<file path="src/rtl/imem_pkg.sv">
// Shared constants and types for the instruction-fetch block: the NOP word,
// the fetch error codes and the registered response record.
package imem_pkg;

    // Word returned whenever a fetch reports an error.
    localparam logic [31:0] NOP = 32'h0000_0000;

    // Fetch error codes presented on Err alongside Valid.
    typedef enum logic [1:0] {
        ERR_OK        = 2'b00,
        ERR_MISALIGN  = 2'b01,
        ERR_RANGE     = 2'b10,
        ERR_UNWRITTEN = 2'b11
    } err_e;

    // One completed fetch as held in the output register.
    typedef struct packed {
        logic [31:0] inst;
        err_e        err;
    } fetch_rsp_t;

    // Response value held by the output register while reset is asserted.
    localparam fetch_rsp_t RSP_IDLE = '{inst: NOP, err: ERR_OK};

    // Resolve the error code for one fetch. Misalignment dominates range,
    // and range dominates the unwritten check: an out-of-range index aliases
    // onto a real word whose written bit says nothing about this address.
    function automatic err_e classify(input logic misalign,
                                      input logic out_of_range,
                                      input logic written);
        if (misalign)          return ERR_MISALIGN;
        else if (out_of_range) return ERR_RANGE;
        else if (!written)     return ERR_UNWRITTEN;
        else                   return ERR_OK;
    endfunction

    // Build the response record; an erroring fetch always carries NOP so
    // that stale or uninitialised storage never reaches Inst.
    function automatic fetch_rsp_t make_rsp(input err_e        err,
                                            input logic [31:0] word);
        fetch_rsp_t rsp;
        rsp.err  = err;
        rsp.inst = (err == ERR_OK) ? word : NOP;
        return rsp;
    endfunction

endpackage

</file>
<file path="src/rtl/imem_array.sv">
// Instruction storage: one synchronous write port for program load, one
// combinational read port with write-first bypass, and a per-word written
// bit that is cleared by reset while the data words themselves are not.
module imem_array
    import imem_pkg::*;
#(
    parameter int DEPTH = 32,
    parameter int AW    = $clog2(DEPTH)
) (
    input  logic          clk,
    input  logic          rst_n,
    input  logic          we,
    input  logic [AW-1:0] waddr,
    input  logic [31:0]   wdata,
    input  logic [AW-1:0] raddr,
    output logic [31:0]   rdata,
    output logic          rwritten
);

    logic [31:0]      mem [DEPTH];
    logic [DEPTH-1:0] written;

    // Program-load write into the data array.
    // NOTE: the data array has no reset; validity is tracked separately by
    // the written bits, which keeps the array mappable onto plain RAM.
    always_ff @(posedge clk) begin
        if (we) begin
            mem[waddr] <= wdata;
        end
    end

    // Per-word written flags: set on load, all cleared by reset.
    always_ff @(posedge clk or negedge rst_n) begin
        if (!rst_n) begin
            written <= '0;
        end else if (we) begin
            written[waddr] <= 1'b1;
        end
    end

    // Combinational read; a same-cycle write to the read word wins.
    // NOTE: both outputs get a default before the override so no latch forms.
    always_comb begin
        rdata    = mem[raddr];
        rwritten = written[raddr];
        if (we && (waddr == raddr)) begin
            rdata    = wdata;
            rwritten = 1'b1;
        end
    end

endmodule

</file>
<file path="src/rtl/imem_fetch.sv">
// Instruction fetch front end: accepts a byte-addressed fetch when not
// stalled or flushed, classifies alignment/range/written errors and presents
// the result one cycle later from a stall-holding output register.
module imem_fetch
    import imem_pkg::*;
#(
    parameter int DEPTH = 32,
    parameter int AW    = $clog2(DEPTH)
) (
    input  logic          Clk,
    input  logic          Clrn,
    input  logic          Req,
    input  logic [31:0]   Addr,
    input  logic          Stall,
    input  logic          Flush,
    output logic          Ready,
    output logic [31:0]   Inst,
    output logic          Valid,
    output logic [1:0]    Err,
    input  logic          PWe,
    input  logic [AW-1:0] PAddr,
    input  logic [31:0]   PData
);

    logic          accept;
    logic [AW-1:0] word_idx;
    logic          misalign;
    logic          out_of_range;
    logic [31:0]   rd_word;
    logic          rd_written;
    fetch_rsp_t    rsp_next;
    fetch_rsp_t    rsp_q;
    logic          valid_q;

    // Ready depends only on Stall, so it stays meaningful through reset.
    assign Ready  = ~Stall;
    assign accept = Req & Ready & ~Flush;

    assign word_idx     = Addr[AW+1:2];
    assign misalign     = |Addr[1:0];
    assign out_of_range = |Addr[31:AW+2];

    imem_array #(
        .DEPTH (DEPTH),
        .AW    (AW)
    ) u_array (
        .clk      (Clk),
        .rst_n    (Clrn),
        .we       (PWe),
        .waddr    (PAddr),
        .wdata    (PData),
        .raddr    (word_idx),
        .rdata    (rd_word),
        .rwritten (rd_written)
    );

    assign rsp_next = make_rsp(classify(misalign, out_of_range, rd_written), rd_word);

    // Output register: flush kills, stall holds, otherwise capture or idle.
    // NOTE: sequential state uses non-blocking assignments so every register
    // samples pre-edge values regardless of statement order.
    always_ff @(posedge Clk or negedge Clrn) begin
        if (!Clrn) begin
            valid_q <= 1'b0;
            rsp_q   <= RSP_IDLE;
        end else if (Flush) begin
            valid_q <= 1'b0;
        end else if (!Stall) begin
            valid_q <= Req;
            if (accept) begin
                rsp_q <= rsp_next;
            end
        end
    end

    assign Valid = valid_q;
    assign Inst  = rsp_q.inst;
    assign Err   = rsp_q.err;

endmodule

</file>
<file path="config.mk">
export PLATFORM = sky130hd
export DESIGN_NAME = imem_fetch
export DESIGN_NICKNAME = d
export VERILOG_FILES = /design/src/rtl/imem_pkg.sv /design/src/rtl/imem_array.sv /design/src/rtl/imem_fetch.sv
export SDC_FILE = /design/constraint.sdc
export NUM_CORES = 1
export LEC_CHECK = 0
export BUFFER_PORTS_ARGS = -buffer_cell sky130_fd_sc_hd__buf_4
export CORE_MARGIN = 5
export CORE_UTILIZATION = 27
export CTS_CLUSTER_DIAMETER = 120
export DETAILED_ROUTE_END_ITERATION = 8
export GPL_ROUTABILITY_DRIVEN = 0
export SYNTH_ARGS = -nofsm -noshare
export SYNTH_HDL_FRONTEND = slang
export SYNTH_SLANG_ARGS = --single-unit
export TNS_END_PERCENT = 1
</file>
<file path="constraint.sdc">
create_clock -name Clk -period 3.4 [get_ports Clk]
set_input_delay 0.68 -clock Clk [delete_from_list [all_inputs] [get_ports Clk]]
set_output_delay 0.68 -clock Clk [all_outputs]
set_load 0.01 [all_outputs]
</file>
==> reports/results.ini <==
[die]
rows = 146
die_area_sq_um = 167000
die_y_um = 408
core_area_sq_um = 158000
initial_core_util_pct = 27.1
fp.dieW_um = 408
pin_count = 111

[clock_network]
clkSinkCount = 1091
clkLatencyLatePin_ns = 0.69
cts_tree = built
clk_pin_slew_ns = 0.06
cts.path.max_buffers = 3
ctsResizeCount = 0
htree_levels = 3
cts_buffers = 108
cts_root_buffer = clkbuf_16
post_cts_buffers = 0

[grt]
grt_pass1_vias = 22800
grt_pass1_wl_mm = 169
grt_use_total_pct = 13.9
grt_overflow_total = 0
antenna_found_initial = 12
grt_max_degree = 79

[final_layout]
n_fill_cell = 15000
layout_common_cells = 1024 x edfxtp_1, 518 x mux2i_1, 173 x buf_4, 125 x a22o_1, 124 x a221oi_1
area_growth_pct = 18.3
final_area_sq_um = 50700
multiInputGateArea_sq_um = 9660
final_common_cell = edfxtp_1
ff_latch_area_sq_um = 32400
final_net_count = 2615
drive_above_1_share_pct = 17.8
fin_cells = 4714

[routing]
routed_via_density = 4.87
first_pass_iters = 5
drtIter0Drc = 2520
final_antenna_net_count = 0
drc = 0
wl_per_cell_um = 25.4
routed_wl_mm = 120
vias = 22900

[timing]
min_period_ns = 2.23
tightestPinTransition_ns = 0.833
fin_worst_skew_ns = 0.0496
holdWs_ns = 0.198
max_freq_ghz = 0.449
final.period_utilization_pct = 65.5
hold_viol_final = 0
setup_viol = 0
finalSetupTns_ns = 0
final_max_slew_viol_count = 0
relSlewSlack_pct = 44.3
fin_ws_ns = 1.17
rsz0062_at_grt = no

[min_path]
worst_hold_path_type = in -> reg
min_path_cells = 2
min_from = Flush
hold-path-endpoint = Valid

[worst_setup_path]
crit_fanout = 44
worstPathCellList = buf_4 > nor2_4 > buf_12 > a22o_1 > a221oi_1 > o22ai_1 > o31a_1 > o21ai_1
r2r_slack_ns = 1.48
slowest_stage = nor2_4
critPathTopFamily = compound AO/OA/AOI/OAI gates
startpoint_type = input port
max_stage_delay_ns = 0.70
rr_worst_depth = 7
rr_startpoint = u_array.written[5]
endpoint_kind = register
worstSetupPathType = in -> reg
path_buf_inv = 2
critPathRequiredTime_ns = 3.97
rr_endpoint = Inst[8]
arrival_ns = 2.80

[placement]
placed_cell_area_sq_um = 47200
dp_hpwl_mm = 65.6
dp_cells = 4501
post-place-ws_ns = 0.463
portBuffers = 110

[synth]
synth_edf_count = 1024
syn-num-nets = 2420
synth_cell_types = 48
seq_area_frac_synth_pct = 75.7
syn-instance-count = 2345
syn_avg_cell_area_sq_um = 18.3
ys_ff_latch = 1091
synthArstFlopShare_pct = 6.14
ys_warn_count = 0
synthFlopType = edfxtp_1
syn_area_sq_um = 42800

[outcome]
status = completed

[power_and_ir_drop]
ir_drop_mv = 0.467
p_per_area_nw_per_um2 = 556
seq_power_share_pct = 53.3
p_leak_nw = 17.4
sw_frac_of_total_pct = 21.8
power_frac_clock_pct = 40.8
combPwrFrac_pct = 5.9
internal-power_mw = 22.0
power.switching_mw = 6.13

[run]
drv_cap = 0

synth_stat cells, drive strengths merged, types with 4 or more instances:
| library cell | n | area share [%] |
|---|---|---|
| buf | 90 | 1.8 |
| edfxtp | 1024 | 72 |
| mux4 | 6 | 0.32 |
| xor2 | 4 | 0.082 |
| a221oi | 124 | 2.5 |
| o22ai | 62 | 0.91 |
| a22oi | 9 | 0.16 |
| a21oi | 4 | 0.047 |
| nor4 | 7 | 0.12 |
| clkbuf | 60 | 0.58 |
| nand3 | 5 | 0.058 |
| dfrtp | 67 | 3.9 |
| inv | 4 | 0.035 |
| or2 | 33 | 0.48 |
| nor2 | 39 | 0.35 |
| nand3b | 6 | 0.11 |
| o21ai | 34 | 0.40 |
| o31a | 31 | 0.63 |
| nand2 | 66 | 0.58 |
| mux2i | 518 | 12 |
| nor2b | 5 | 0.073 |
| a22o | 125 | 2.6 |
per-layer routing:
metal / global-route usage [%] / vias to the layer above / routed length (um)
li1: - / 9951 / -
met1: 18.9 / 12000 / 51200
met2: 22.6 / 796 / 56700
met3: 2.97 / 195 / 8710
met4: 3.89 / 4 / 3110
met5: 0 / - / 27
logic make-up after synthesis:
kind of cell	count (synthesis)	synth area share [%]
AO/OA/AOI/OAI	397	7.39
XOR/XNOR	5	0.102
buffers and inverters	154	2.38
flip-flops	1091	75.7
multiplexers	524	12.4
AND/OR/NAND/NOR	174	1.97
worst max path at each step:
stage / endpoint / cells after the start / slack, ns / start
floorplan: u_array.mem[4][0] / 3 / 0.26 / PAddr[3]
global placement: Inst[4] / 8 / 0.50 / Addr[4]
detailed placement: Inst[4] / 8 / 0.46 / Addr[4]
CTS: Inst[10] / 1 / 1.12 / Inst[10]
global route: Inst[10] / 1 / 1.10 / Inst[10]
finish: Inst[4] / 8 / 1.17 / Addr[4]
power by group through the flow:
stage | Combinational (mW) | Clock (mW) | Sequential [mW]
after floorplan | 0.985 | 0 | 15.3
after global placement | 1.64 | 0 | 15.3
after detailed placement | 1.67 | 0 | 15.3
after CTS | 1.67 | 11.7 | 15.0
after global routing | 1.78 | 12.3 | 15.0
final | 1.66 | 11.5 | 15.0
state kept, by name, indices dropped and copies added, names as in the netlist:
signal	count
Err	2
Inst	32
Valid	1
u_array.mem	1024
u_array.written	32
final cells by class:
cell class	count	share of cell area [%]
clock buffer	132	5.66
tap	2072	5.12
inverter	4	0.0296
sequential	1091	64.0
clock inverter	68	1.07
timing repair buffer	235	4.98
multi-input combinational	1100	19.1
antenna	12	0.0593
timing repair:
item,in CTS,in global routing
hold buffers,1,0
setup endpoints to repair,0,0
hold endpoints to repair,4,0
metrics by stage:
step	utilization (%)	power (mW)
global placement	29.9	16.9
global route	32.0	29.1
detailed placement	29.9	17.0
finish	32.1	28.2
floorplan	-	16.3
CTS	32.0	28.3
Note: power is estimated with default switching activity, not from simulation.
